File: src/rtl/wb_spram_bridge.sv
// rtl/wb_spram_bridge.sv - Wishbone classic slave front-end for a single-port RAM
// Full-word writes go straight through; partial byte-lane writes use read-modify-write.
module wb_spram_bridge #(
    parameter int unsigned size       = 'h1000,
    parameter int unsigned addr_width = $clog2(size),
    parameter int unsigned data_width = 16,
    parameter int unsigned sel_width  = data_width / 8
) (
    input  logic                  clock,
    input  logic                  reset_n,
    input  logic                  cyc_i,
    input  logic                  stb_i,
    input  logic                  we_i,
    input  logic [addr_width-1:0] adr_i,
    input  logic [data_width-1:0] dat_i,
    input  logic [sel_width-1:0]  sel_i,
    output logic [data_width-1:0] dat_o,
    output logic                  ack_o,
    output logic                  err_o,
    output logic [addr_width-1:0] ram_address,
    output logic [data_width-1:0] ram_data,
    input  logic [data_width-1:0] ram_q,
    output logic                  ram_wren,
    output logic                  ram_cen
);

    localparam logic [2:0] IDLE = 3'd0;
    localparam logic [2:0] RD   = 3'd1;
    localparam logic [2:0] RMW  = 3'd2;
    localparam logic [2:0] ACK  = 3'd3;
    localparam logic [2:0] ERR  = 3'd4;

    // One extra bit so a power-of-two depth is representable for the range check.
    localparam logic [addr_width:0] size_l = (addr_width + 1)'(size);

    logic [2:0]            state;
    logic [addr_width-1:0] adr_q;
    logic [data_width-1:0] dat_q;
    logic [sel_width-1:0]  sel_q;
    logic [data_width-1:0] merged;

    logic req, in_range, sel_full, sel_none;

    // Gating with reset_n keeps the strobes quiet while reset is held.
    assign req      = cyc_i & stb_i & reset_n;
    assign in_range = {1'b0, adr_i} < size_l;
    assign sel_full = &sel_i;
    assign sel_none = ~|sel_i;

    always_ff @(posedge clock or negedge reset_n) begin
        if (!reset_n) begin
            state <= IDLE;
            adr_q <= '0;
            dat_q <= '0;
            sel_q <= '0;
        end else begin
            case (state)
                IDLE: begin
                    if (req) begin
                        adr_q <= adr_i;
                        dat_q <= dat_i;
                        sel_q <= sel_i;
                        if (!in_range)
                            state <= ERR;
                        else if (!we_i)
                            state <= RD;
                        else if (sel_full || sel_none)
                            state <= ACK;
                        else
                            state <= RMW;
                    end
                end
                RMW:     state <= cyc_i ? ACK : IDLE;
                default: state <= IDLE;
            endcase
        end
    end

    // Byte-lane merge of the latched write data over the word fetched in IDLE.
    always_comb begin
        merged = ram_q;
        for (int i = 0; i < int'(sel_width); i++) begin
            if (sel_q[i])
                merged[8*i +: 8] = dat_q[8*i +: 8];
        end
    end

    always_comb begin
        dat_o       = '0;
        ack_o       = 1'b0;
        err_o       = 1'b0;
        ram_address = adr_q;
        ram_data    = '0;
        ram_wren    = 1'b0;
        ram_cen     = 1'b0;
        case (state)
            IDLE: begin
                ram_address = adr_i;
                if (req && in_range) begin
                    if (!we_i) begin
                        ram_cen = 1'b1;
                    end else if (sel_full) begin
                        ram_cen  = 1'b1;
                        ram_wren = 1'b1;
                        ram_data = dat_i;
                    end else if (!sel_none) begin
                        ram_cen = 1'b1;
                    end
                end
            end
            RD: begin
                ack_o = 1'b1;
                dat_o = ram_q;
            end
            RMW: begin
                if (cyc_i) begin
                    ram_cen  = 1'b1;
                    ram_wren = 1'b1;
                    ram_data = merged;
                end
            end
            ACK:     ack_o = 1'b1;
            ERR:     err_o = 1'b1;
            default: ;
        endcase
    end

endmodule

File: config.mk
export PLATFORM = sky130hd
export DESIGN_NAME = wb_spram_bridge
export DESIGN_NICKNAME = d
export VERILOG_FILES = /design/src/rtl/wb_spram_bridge.sv
export SDC_FILE = /design/constraint.sdc
export NUM_CORES = 1
export LEC_CHECK = 0
export BUFFER_PORTS_ARGS = -buffer_cell sky130_fd_sc_hd__buf_2
export CORE_ASPECT_RATIO = 1.5
export CORE_MARGIN = 2
export CORE_UTILIZATION = 27
export CTS_CLUSTER_SIZE = 8
export DETAILED_ROUTE_END_ITERATION = 7
export HOLD_SLACK_MARGIN = 0.12
export SETUP_SLACK_MARGIN = 0.5
export SLEW_MARGIN = 15
export SYNTH_ARGS = -nofsm -noshare
export SYNTH_HDL_FRONTEND = slang
export SYNTH_SLANG_ARGS = --single-unit
export TNS_END_PERCENT = 20
File: constraint.sdc
create_clock -name clock -period 1.95 [get_ports clock]
set_clock_uncertainty 0.15 [all_clocks]
set_input_delay 0.39 -clock clock [delete_from_list [all_inputs] [get_ports clock]]
set_output_delay 0.39 -clock clock [all_outputs]
set_load 0.05 [all_outputs]
# == Word level (Yosys, flattened, before mapping) ==
# Index checks and enable logic that the tools add are counted.
# W data, S select, Z words.
# word_totals
regBits,33
output_inout_bits,48
word_cells,44
# op_classes
eq_ne,5
mux,26
n_bitwise,2
reduce_logical,7
# op_table
op,count
$mux W16,5
$pmux W16 S2,1
$mux W8,2
$mux W12,1
$mux W1,11
$eq A3 B2 Y1 const B,2
$pmux W3 S2,1
$mux W2,2
$pmux W1 S2,2
$reduce_and A2 Y1,2
$reduce_or A2 Y1,2
$eq A3 B1 Y1 const B,1
$eq A3 B3 Y1 const B,1
$logic_not A3 Y1,1
$mux W3,1
$and A1 B1 Y1,2
$ne A2 B2 Y1 const B,1
$logic_not A1 Y1,1
$logic_or A1 B1 Y1,1

# == Logic depth before layout (Yosys ltp) ==
# logic_depth
word_depth,7
mapped_depth,5

# == Worst setup path after synthesis ==
# Ideal clock, no wire load.
# synth_path
path_type,reg-to-output
start,register state[0]
end,output port ram_cen
t_arrival_ns,2.146
required_time_ns,1.410
slack_ns,-0.736
path_stages_with_launch,5
n_path_buf,1
path_cell_list,dfrtp_1 > nand2b_4 > or3_1 > buf_2 > o21ai_0
# synth_via
elab_chain_len,2
elab_cells_between_ends,3
classes_between,eq/ne: 1; mux: 1; reduce/logical: 1
# synth_rtl
element,line_no,source
from (decl),36,logic [2:0] state;
from (signal assigned),73,RMW: state <= cyc_i ? ACK : IDLE;
$eq A3 B2 Y1 / $logic_not A3 Y1 (equally long branches),96,case (state)
$pmux W1 S2 *,96,
to (decl),24,output logic ram_cen
# Mark *: on every way between the ends. The rest lies on a longest branch, timed or not.

# == Worst setup path after layout ==
# layout_path
start,register state[1]
end,output port ram_data[15]
# layout_via
elab_chain_len,2
elab_cells_between_ends,3
classes_between,eq/ne: 1; mux: 1; reduce/logical: 1
# layout_rtl
element,line_no,source
$eq A3 B2 Y1 / $logic_not A3 Y1 (equally long branches),96,
$pmux W16 S2 *,96,
to (decl),21,"output logic [data_width-1:0] ram_data,"
# Marked as above.

==> metrics <==
WP buf/inv 2; type of origin of the critical path flop; routed vias/inst 4.83; first-pass GRT wire length 8710 um; crit path cell chain nor4_4 > buf_12 > o2bb2ai_4 > buf_6; Clk Latency, worst-skew pair 0.28 ns; Total Wirelength 5660 um; CP startpoint state[1]; Max rail drop VDD 0.429 mV; CTS tree built; fillers 599; status finished, violations left; Seq. cell area 802 um^2; fin crit period 2.16 ns; n_diodes 0; antenna violations before repair 0; CP top delay family flip-flops; Sw Pwr 0.857 mW; Critical Path End ram_data[15]; Clock Power Share 0.268; clk buf depth 2; Netlist Area Pre-Place 1900 um^2; top cells by count, synth 42 x mux2_2, 32 x dfrtp_1, 17 x and2_1; ys async rst share 1.00; total gr overflow 0; Comb power frac 0.390; area of the multi-input gates 1420 um^2; initial DRC count 40; Post-Syn Nets 209; synth unique cells 22; Util after Layout 0.512; Die Area 7740 um^2; worst slack, placed -0.261 ns; H-tree depth 2; WL per Instance 16.0 um; Ports 99; fin. max-slew vios 0; Worst path depth 4; TritonCTS Buffers 5; crit path max-delay cell type dfrtp_2; Inst Count DP 342; starting density of the core 0.278; core box area 6850 um^2; period utilization 1.11; RSZ-0062 raised after global routing yes; Arrival @ worst endpoint 1.62 ns; failing checks negative setup slack; Routed Antenna Nets 0; area grow syn2layout 84.3%; post-synthesis sequential area ratio 0.421; reg2reg start state[0]; TritonRoute pass-1 iters 4; worst reg2reg path endpoint dat_q[1]; most instantiated library cell after synthesis mux2_2; sw frac 0.324; Max Clk Rate 0.463 GHz; CTS Sinks 32; CP max FO 12; setup slack after layout -0.208 ns; share of the synthesized area in the top cell type 0.421; max-cap violations 0; slowest stage delay, CP 0.44 ns; CP Capture Type primary output; kind of critical path flop to primary output; largest net degree at the start of global routing 35; yosys warns 0; sequential power share 0.342; ranking of synthesized cells by area dfrtp_1 42%, mux2_2 25%, mux2i_1 8.4%, o2bb2ai_1 7.4%, and2_1 5.6%; Avg Inst Size Synth 12.2 um^2; dpl hpwl 4030 um; Post-DP Area 2880 um^2; final-report hold violation count 0; Total Nets Final 328; worst r2r path cells 6; Critical Path RT 1.41 ns; setup TNS -5.96 ns; Tot GR Track Use 0.148; R2R setup slack 0.11 ns; post-route non-filler standard cell count 354; Yosys reg bits 32; routed vias 1711; Lkg Pwr 1.65 nW; Cell Pwr Density 753 nW/um^2; number of global-route vias before repair 1789; cell-internal power 1.78 mW; I/O Buffers 97; Hold WC Path Type input port to async pin; Final Wtd Congestion 0.728; fin area 3510 um^2; ys flop type dfrtp_1; row count 37; Die Y 107 um; Post-synth EDFFs 0; Root Driver clkbuf_8; setup violators final 46; leading area contributor after synthesis dfrtp_1; Worst-path clk slew 0.07 ns; cell count after synthesis 156; detailed-route DRC error count 0; Die Wd 72.5 um; layout cells sized above 1 0.754
[registers in the layout (all words and copies together) (netlist names)]
register and count:
adr_q 12, dat_q 16, sel_q 2, state 2
[power groups by stage]
stage	Clock [mW]	Combinational [mW]	Sequential (mW)
finish	0.707	1.03	0.903
global route	0.761	1.09	0.925
CTS	0.734	1.02	0.904
detailed placement	0	0.856	0.912
global placement	0	0.843	0.902
floorplan	0	0.632	0.875
[placed cells by master, fill, tap and decap left out, drive strengths merged]
cell type	n
ha	2
inv	2
conb	1
a31oi	2
nor3	1
bufinv	1
o21ai	2
and2	17
mux2i	16
nor4	1
nand2b	1
buf	124
or3	1
nor2	3
mux2	42
dfrtp	32
nor2b	1
o2bb2ai	16
nand2	3
clkbuf	7
nand3b	1
[worst register-to-register path, cell delays in order, from the launching register on]
cell	delay, ns
dfrtp_1	0.40
nand2b_4	0.17
buf_4	0.13
buf_6	0.11
nor3_4	0.22
buf_12	0.22
mux2_4	0.32
[cell families after synthesis]
kind of cell / Yosys count / share of synthesized area
adder cells (fa/ha/maj): 2 / 0.0132
flip-flops: 32 / 0.421
AO/OA/AOI/OAI: 20 / 0.0855
other: 1 / 0.00197
multiplexers: 58 / 0.333
buffers and inverters: 14 / 0.0401
AND/OR/NAND/NOR: 29 / 0.105
[worst min-delay path by stage]
| stage | from | endpoint |
|---|---|---|
| 2_1_floorplan | reset_n | adr_q[0] |
| 3_3_place_gp | adr_q[4] | adr_q[4] |
| 3_5_place_dp | dat_q[6] | dat_q[6] |
| 4_1_cts | reset_n | state[0] |
| 5_1_grt | reset_n | state[0] |
| 6_report | reset_n | adr_q[6] |
[per-stage QoR]
step	total power, mW	hold WS (ns)
2_1_floorplan	1.51	-0.0556
3_3_place_gp	1.75	0.335
3_5_place_dp	1.77	0.346
4_1_cts	2.66	0.0534
5_1_grt	2.77	0.0694
6_report	2.64	0.0291
[metal layers]
metal / track usage / wire [um] / vias to the layer above
li1: - / - / 800
met1: 0.162 / 2180 / 849
met2: 0.275 / 3120 / 56
met3: 0.0301 / 268 / 6
met4: 0.0516 / 83 / 0
met5: 0 / 0 / -
[timing repair]
item                                    CTS  global route
pin swaps                                 4             1
gates resized for setup                 125            16
gates cloned                              0             0
endpoints found under the setup margin   77            77
endpoints found under the hold margin    32            32
setup buffers                             3             1
[area by class of cell]
class                      instances  share of cell area
clock buffer                       7              0.0275
clock inverter                     1             0.00857
inverter                           2             0.00214
multi-input combinational        110               0.406
sequential                        32               0.229
tap                               78              0.0278
timing repair buffer             124               0.299
Note: power is estimated with default switching activity, not from simulation.
